--- src/rtl/router_port_if.sv ---
// Packet type and link bundle for the router port.
// Carries the byte-serial endpoint link and the core packet handshakes.
package router_pkg;
  typedef struct packed {
    logic [3:0]  src_id;
    logic [3:0]  dest_id;
    logic [23:0] data;
  } pkt_t;
endpackage

interface router_port_if;
  import router_pkg::*;
  logic       put_outbound;
  logic [7:0] payload_outbound;
  logic       free_outbound;
  logic       put_inbound;
  logic [7:0] payload_inbound;
  logic       free_inbound;
  pkt_t       rx_pkt;
  logic       rx_pkt_valid;
  logic       rx_pkt_ready;
  pkt_t       tx_pkt;
  logic       tx_pkt_valid;
  logic       tx_pkt_ready;
  logic       rx_proto_err;

  modport master (
    output put_outbound, payload_outbound, free_inbound,
    output rx_pkt_ready, tx_pkt, tx_pkt_valid,
    input  free_outbound, put_inbound, payload_inbound,
    input  rx_pkt, rx_pkt_valid, tx_pkt_ready, rx_proto_err
  );

  modport slave (
    input  put_outbound, payload_outbound, free_inbound,
    input  rx_pkt_ready, tx_pkt, tx_pkt_valid,
    output free_outbound, put_inbound, payload_inbound,
    output rx_pkt, rx_pkt_valid, tx_pkt_ready, rx_proto_err
  );
endinterface

--- src/rtl/router_port.sv ---
// Router-side end of the byte-serial endpoint link.
// Reassembles RX packets into a FIFO, serializes TX FIFO packets.
module router_port
  import router_pkg::*;
#(
  parameter int RX_DEPTH = 4,
  parameter int TX_DEPTH = 2
) (
  input  logic         clk,
  input  logic         rst_b,
  router_port_if.slave lnk
);

  localparam int RAW = (RX_DEPTH > 1) ? $clog2(RX_DEPTH) : 1;
  localparam int TAW = (TX_DEPTH > 1) ? $clog2(TX_DEPTH) : 1;
  localparam int RCW = $clog2(RX_DEPTH + 1);
  localparam int TCW = $clog2(TX_DEPTH + 1);

  typedef enum logic [1:0] {
    R_IDLE, R_B1, R_B2, R_B3
  } rx_st_t;

  typedef enum logic [2:0] {
    T_IDLE, T_B0, T_B1, T_B2, T_B3
  } tx_st_t;

  function automatic logic [RAW-1:0] rinc(
    input logic [RAW-1:0] p
  );
    return (p == RAW'(RX_DEPTH - 1)) ? '0 : p + 1'b1;
  endfunction

  function automatic logic [TAW-1:0] tinc(
    input logic [TAW-1:0] p
  );
    return (p == TAW'(TX_DEPTH - 1)) ? '0 : p + 1'b1;
  endfunction

  rx_st_t         r_st, r_nxt;
  logic [7:0]     b0, b1, b2;
  pkt_t           rx_mem [RX_DEPTH];
  logic [RAW-1:0] r_rd, r_wr;
  logic [RCW-1:0] r_cnt, r_cnt_nxt;
  logic [RCW:0]   r_occ;
  logic           free_r, err_r;
  logic           acc0, r_push, r_pop, r_err;

  always_comb begin
    acc0   = (r_st == R_IDLE) && lnk.put_outbound && free_r;
    r_push = (r_st == R_B3) && lnk.put_outbound;
    r_pop  = (r_cnt != '0) && lnk.rx_pkt_ready;
    r_err  = (r_st == R_IDLE) ?
             (lnk.put_outbound && !free_r) :
             !lnk.put_outbound;
    r_nxt  = R_IDLE;
    unique case (r_st)
      R_IDLE: if (acc0) r_nxt = R_B1;
      R_B1:   if (lnk.put_outbound) r_nxt = R_B2;
      R_B2:   if (lnk.put_outbound) r_nxt = R_B3;
      default: r_nxt = R_IDLE;
    endcase
    r_cnt_nxt = r_cnt + RCW'(r_push) - RCW'(r_pop);
    // an in-flight packet reserves its slot so the push can't overflow
    r_occ = {1'b0, r_cnt_nxt} + (RCW+1)'(r_nxt != R_IDLE);
  end

  always_ff @(posedge clk) begin
    if (!rst_b) begin
      r_st   <= R_IDLE;
      b0     <= '0;
      b1     <= '0;
      b2     <= '0;
      r_rd   <= '0;
      r_wr   <= '0;
      r_cnt  <= '0;
      free_r <= 1'b1;
      err_r  <= 1'b0;
    end else begin
      r_st   <= r_nxt;
      r_cnt  <= r_cnt_nxt;
      free_r <= r_occ < (RCW+1)'(RX_DEPTH);
      err_r  <= r_err;
      if (acc0) b0 <= lnk.payload_outbound;
      if ((r_st == R_B1) && lnk.put_outbound)
        b1 <= lnk.payload_outbound;
      if ((r_st == R_B2) && lnk.put_outbound)
        b2 <= lnk.payload_outbound;
      if (r_push) r_wr <= rinc(r_wr);
      if (r_pop) r_rd <= rinc(r_rd);
    end
  end

  always_ff @(posedge clk) begin
    if (r_push)
      rx_mem[r_wr] <= {b0, b1, b2, lnk.payload_outbound};
  end

  assign lnk.rx_pkt        = rx_mem[r_rd];
  assign lnk.rx_pkt_valid  = (r_cnt != '0);
  assign lnk.free_outbound = free_r;
  assign lnk.rx_proto_err  = err_r;

  tx_st_t         t_st, t_nxt;
  pkt_t           tx_mem [TX_DEPTH];
  pkt_t           hd;
  logic [TAW-1:0] t_rd, t_wr, t_hd;
  logic [TCW-1:0] t_cnt;
  logic           t_push, t_pop;
  logic           put_r;
  logic [7:0]     pay_r, pay_nxt;

  always_comb begin
    t_push = lnk.tx_pkt_valid && (t_cnt < TCW'(TX_DEPTH));
    t_pop  = (t_st == T_B3);
    t_nxt  = T_IDLE;
    unique case (t_st)
      T_IDLE:
        if ((t_cnt != '0) && lnk.free_inbound) t_nxt = T_B0;
      T_B0: t_nxt = T_B1;
      T_B1: t_nxt = T_B2;
      T_B2: t_nxt = T_B3;
      default:
        if ((t_cnt > TCW'(1)) && lnk.free_inbound) t_nxt = T_B0;
    endcase
    // byte for the next state comes from the entry behind the one leaving
    t_hd    = t_pop ? tinc(t_rd) : t_rd;
    hd      = tx_mem[t_hd];
    pay_nxt = '0;
    unique case (1'b1)
      (t_nxt == T_B0): pay_nxt = {hd.src_id, hd.dest_id};
      (t_nxt == T_B1): pay_nxt = hd.data[23:16];
      (t_nxt == T_B2): pay_nxt = hd.data[15:8];
      (t_nxt == T_B3): pay_nxt = hd.data[7:0];
      default:         pay_nxt = '0;
    endcase
  end

  always_ff @(posedge clk) begin
    if (!rst_b) begin
      t_st  <= T_IDLE;
      t_rd  <= '0;
      t_wr  <= '0;
      t_cnt <= '0;
      put_r <= 1'b0;
      pay_r <= '0;
    end else begin
      t_st  <= t_nxt;
      t_cnt <= t_cnt + TCW'(t_push) - TCW'(t_pop);
      put_r <= (t_nxt != T_IDLE);
      pay_r <= pay_nxt;
      if (t_push) t_wr <= tinc(t_wr);
      if (t_pop) t_rd <= tinc(t_rd);
    end
  end

  always_ff @(posedge clk) begin
    if (t_push) tx_mem[t_wr] <= lnk.tx_pkt;
  end

  assign lnk.tx_pkt_ready    = (t_cnt < TCW'(TX_DEPTH));
  assign lnk.put_inbound     = put_r;
  assign lnk.payload_inbound = pay_r;

endmodule

--- src/flat_wrapper.sv ---
// flat-port wrapper written by rule: the top's interface ports become plain ports
module router_port_flat import router_pkg::*;
#(
  parameter int RX_DEPTH = 4,
  parameter int TX_DEPTH = 2
)
  (clk, rst_b, lnk_put_outbound, lnk_payload_outbound, lnk_free_inbound, lnk_rx_pkt_ready, lnk_tx_pkt, lnk_tx_pkt_valid, lnk_free_outbound, lnk_put_inbound, lnk_payload_inbound, lnk_rx_pkt, lnk_rx_pkt_valid, lnk_tx_pkt_ready, lnk_rx_proto_err);
  router_port_if lnk_i ();
  input  logic clk;
  input  logic rst_b;
  input wire logic [$bits(lnk_i.put_outbound)-1:0] lnk_put_outbound;
  input wire logic [$bits(lnk_i.payload_outbound)-1:0] lnk_payload_outbound;
  input wire logic [$bits(lnk_i.free_inbound)-1:0] lnk_free_inbound;
  input wire logic [$bits(lnk_i.rx_pkt_ready)-1:0] lnk_rx_pkt_ready;
  input wire logic [$bits(lnk_i.tx_pkt)-1:0] lnk_tx_pkt;
  input wire logic [$bits(lnk_i.tx_pkt_valid)-1:0] lnk_tx_pkt_valid;
  output wire logic [$bits(lnk_i.free_outbound)-1:0] lnk_free_outbound;
  output wire logic [$bits(lnk_i.put_inbound)-1:0] lnk_put_inbound;
  output wire logic [$bits(lnk_i.payload_inbound)-1:0] lnk_payload_inbound;
  output wire logic [$bits(lnk_i.rx_pkt)-1:0] lnk_rx_pkt;
  output wire logic [$bits(lnk_i.rx_pkt_valid)-1:0] lnk_rx_pkt_valid;
  output wire logic [$bits(lnk_i.tx_pkt_ready)-1:0] lnk_tx_pkt_ready;
  output wire logic [$bits(lnk_i.rx_proto_err)-1:0] lnk_rx_proto_err;
  assign lnk_i.put_outbound = lnk_put_outbound;
  assign lnk_i.payload_outbound = lnk_payload_outbound;
  assign lnk_i.free_inbound = lnk_free_inbound;
  assign lnk_i.rx_pkt_ready = lnk_rx_pkt_ready;
  assign lnk_i.tx_pkt = lnk_tx_pkt;
  assign lnk_i.tx_pkt_valid = lnk_tx_pkt_valid;
  assign lnk_free_outbound = lnk_i.free_outbound;
  assign lnk_put_inbound = lnk_i.put_inbound;
  assign lnk_payload_inbound = lnk_i.payload_inbound;
  assign lnk_rx_pkt = lnk_i.rx_pkt;
  assign lnk_rx_pkt_valid = lnk_i.rx_pkt_valid;
  assign lnk_tx_pkt_ready = lnk_i.tx_pkt_ready;
  assign lnk_rx_proto_err = lnk_i.rx_proto_err;
  router_port #(.RX_DEPTH(RX_DEPTH), .TX_DEPTH(TX_DEPTH)) u_core (.clk(clk), .rst_b(rst_b), .lnk(lnk_i));
endmodule
--- config.mk ---
export PLATFORM = sky130hd
export DESIGN_NAME = router_port_flat
export DESIGN_NICKNAME = d
export VERILOG_FILES = /design/src/rtl/router_port_if.sv /design/src/rtl/router_port.sv /design/src/flat_wrapper.sv
export SDC_FILE = /design/constraint.sdc
export NUM_CORES = 1
export LEC_CHECK = 0
export CAP_MARGIN = 20
export CORE_MARGIN = 2
export CORE_UTILIZATION = 55
export CTS_BUF_LIST = sky130_fd_sc_hd__clkbuf_16
export CTS_CLUSTER_DIAMETER = 40
export CTS_CLUSTER_SIZE = 16
export DETAILED_ROUTE_END_ITERATION = 6
export PLACE_DENSITY = 0.87
export SETUP_SLACK_MARGIN = 0.05
export SYNTH_ARGS = -nofsm -noshare
export SYNTH_HDL_FRONTEND = slang
export SYNTH_SLANG_ARGS = --single-unit
--- constraint.sdc ---
create_clock -name clk -period 5.32 [get_ports clk]
set_input_delay 1.064 -clock clk [delete_from_list [all_inputs] [get_ports clk]]
set_output_delay 1.064 -clock clk [all_outputs]
set_load 0.03 [all_outputs]
==> impl_metrics.json <==
{
  "ctsResizeCount": 0,
  "worstMarginPinSlew_ns": 1.04,
  "num-fill-cells": 1023,
  "numCtsBuffers": 23,
  "post-cts-setup-buffers": 0,
  "maxSlewViolCount": 0,
  "routed_wl_um": 16600,
  "ys_async_sr_fraction_pct": 0,
  "grt_pass1_wl_um": 26800,
  "ff_latch_area_um2": 6830,
  "ys.flop_type": "edfxtp_1",
  "drive_above_1_share_pct": 13.4,
  "nNetsFinal": 667,
  "grt-ovfl-total": 0,
  "critical_path.max_fanout": 23,
  "die_area_um2": 17600,
  "hpwl_um": 10400,
  "synth_top_area_cell": "edfxtp_1",
  "htree_levels": 1,
  "antenna_found_initial": 0,
  "die_x_um": 132,
  "clock_path_buffers": 3,
  "drt-vias-per-instance": 5.62,
  "setup_tns_ns": 0,
  "syn2layout_area_growth_pct": 21.0,
  "grt_pass1_vias": 5175,
  "synth_fp_nets": 566,
  "multi_input_area_um2": 2100,
  "timing.final.crit_share_pct": 67.5,
  "place_congestion": 0.732,
  "antenna_cells": 0,
  "ioPinCount": 91,
  "clk_pin_slew_ns": 0.07,
  "ys_top_cells_by_area": "edfxtp_1 (63%), dfxtp_1 (12%), mux4_2 (7.9%), mux2i_1 (5.0%), nor2_1 (1.5%)",
  "dp_slack_ns": 2.03,
  "hold_class": "reg -> reg",
  "core_area_um2": 16000,
  "hold_depth": 2,
  "clk_latency_ns": 0.51,
  "cts.sinks": 245,
  "syn_inst": 510,
  "firstDrtPassIters": 4,
  "synth_edf_count": 192,
  "die_h_um": 132,
  "drc": 0,
  "startpoint_type": "flip-flop",
  "seq_area_frac_synth_pct": 75.2,
  "reg2reg_depth": 10,
  "wire_per_inst_um": 19.7,
  "p_leak_nw": 3.86,
  "slowest_delay_ns": 0.61,
  "final.min_clock_period_ns": 3.59,
  "yosys.area.top_type_share_pct": 63.5,
  "max_slew_margin_pct": 30.0,
  "ant_nets": 0,
  "max_freq_mhz": 279,
  "port_buffers": 90,
  "critical_path.slowest_cell": "clkdlybuf4s50_1",
  "arrival_ns": 2.53,
  "synth_cell_types": 35,
  "hold_violations": 0,
  "path_class": "reg -> out",
  "grt_start_max_net_pins": 33,
  "cts_tree": "yes",
  "drv_cap": 0,
  "vias": 4740,
  "ys_seq_elements": 245,
  "ys_warn_count": 0,
  "avgSynthCellArea_um2": 17.8,
  "rsz0062_at_grt": "false",
  "worstPathRequired_ns": 4.26,
  "drtIter0Drc": 277,
  "ir_worst_vdd_v": 0.000325,
  "power-per-cell-area_nw_per_um2": 426,
  "outcome": "completed",
  "finalSetupViolations": 0,
  "syn_area_um2": 9080,
  "grt_use_total_pct": 19.4,
  "cts_root_buf": "clkbuf_16",
  "initial_core_util_pct": 56.8,
  "row_count": 46,
  "hold_buffers": 0,
  "finalWorstSetupSlack_ns": 1.73,
  "crit_chain": "buf_12, mux4_2, clkdlybuf4s50_1",
  "end_kind": "output port",
  "skew_ns": 0.0209
}
==> worst max-delay path: cells and delay by family, from the launching register on <==
kind                   cells  cell delay [ns]
buffers and inverters      2             0.88
DFF                        1             0.56
muxes                      1             0.56
==> synth_stat cells (7+ instances only) <==
library cell  instances
edfxtp_1            192
dfxtp_1              53
mux2i_1              45
nor2_1               36
mux4_2               32
a21oi_1              21
nand2_1              21
clkbuf_1             13
inv_1                13
o22ai_1              11
ha_1                  9
and2_1                7
buf_2                 7
==> logic make-up after synthesis <==
kind of cell	after synthesis	synth area share, %
XOR/XNOR	8	0.854
flip-flops	245	75.2
adder cells (fa/ha/maj)	10	1.46
buffers and inverters	37	1.75
AO/OA/AOI/OAI	45	3.04
AND/OR/NAND/NOR	85	4.45
multiplexers	80	13.3
==> path summary, 6_finish.rpt <==
check                  start                        to  slack [ns]
max                flip-flop            lnk_rx_pkt[14]        1.73
min             u_core.b0[0]              u_core.b0[0]        0.51
max reg2reg  u_core.r_cnt[1]  u_core.lnk.free_outbound        2.84
min reg2reg     u_core.b0[0]              u_core.b0[0]        0.51
==> power breakdown <==
group | total [mW] | internal (mW) | switching [mW]
logic | 0.836 | 0.387 | 0.449
registers | 2.24 | 2.17 | 0.0733
clock network | 1.60 | 0.902 | 0.699
total | 4.68 | 3.46 | 1.22
==> state kept, by name, summed over array words and instances (netlist names), named ones only <==
| signal | flops |
|---|---|
| u_core.b0 | 8 |
| u_core.lnk.payload_inbound | 8 |
| u_core.r_wr | 2 |
| u_core.b2 | 8 |
| u_core.b1 | 8 |
| u_core.lnk.rx_proto_err | 1 |
| u_core.t_cnt | 2 |
| u_core.lnk.free_outbound | 1 |
| u_core.t_rd | 1 |
| u_core.t_st | 3 |
| u_core.r_st | 2 |
| u_core.t_wr | 1 |
| u_core.r_rd | 2 |
| u_core.r_cnt | 3 |
| u_core.rx_mem | 128 |
| u_core.lnk.put_inbound | 1 |
| u_core.tx_mem | 64 |
==> per-layer routing <==
metal  GRT usage [%]  vias up  part of all wire (%)  wire length, um
met1            23.0     2391                    39             6480
met4            5.97        0                   2.2              361
met5               0        -                     0                0
met3            3.72       33                   5.6              923
li1                -     2173                     -                -
met2            35.8      143                    53             8840
==> final cells by class <==
type	count	area share, %
Sequential cell	245	62.1
Clock inverter	19	1.57
Inverter	13	0.444
Clock buffer	23	5.24
Tap cell	216	2.46
Timing Repair Buffer	100	9.06
Multi-Input combinational cell	228	19.1
==> cell usage in the layout, fill, tap and decap left out, drive strengths merged, types with 3 or more instances in the layout <==
| cell type | n |
|---|---|
| edfxtp | 192 |
| clkdlybuf4s50 | 90 |
| dfxtp | 53 |
| mux2i | 45 |
| nor2 | 36 |
| mux4 | 32 |
| clkbuf | 23 |
| inv | 22 |
| nand2 | 21 |
| a21oi | 21 |
| o22ai | 11 |
| buf | 10 |
| ha | 9 |
| and2 | 7 |
| xnor2 | 7 |
| o211ai | 5 |
| o221ai | 5 |
| clkinv | 5 |
| nand3b | 4 |
| nor3 | 4 |
| mux2 | 3 |
| clkinvlp | 3 |
| nor2b | 3 |
==> per-stage QoR <==
step           power [mW]  std cells  area [um^2]  util [%]  hold WS, ns
3_3_place_gp         3.08        800        10200      63.8        0.467
2_1_floorplan        2.81        510         9080         -        0.460
5_1_grt              4.85        844        11000      68.7        0.526
4_1_cts              4.72        843        11000      68.6        0.510
3_5_place_dp         3.13        801        10200      63.9        0.499
6_report             4.68        844        11000      68.7        0.512
Power figures use the tool's default switching activity.
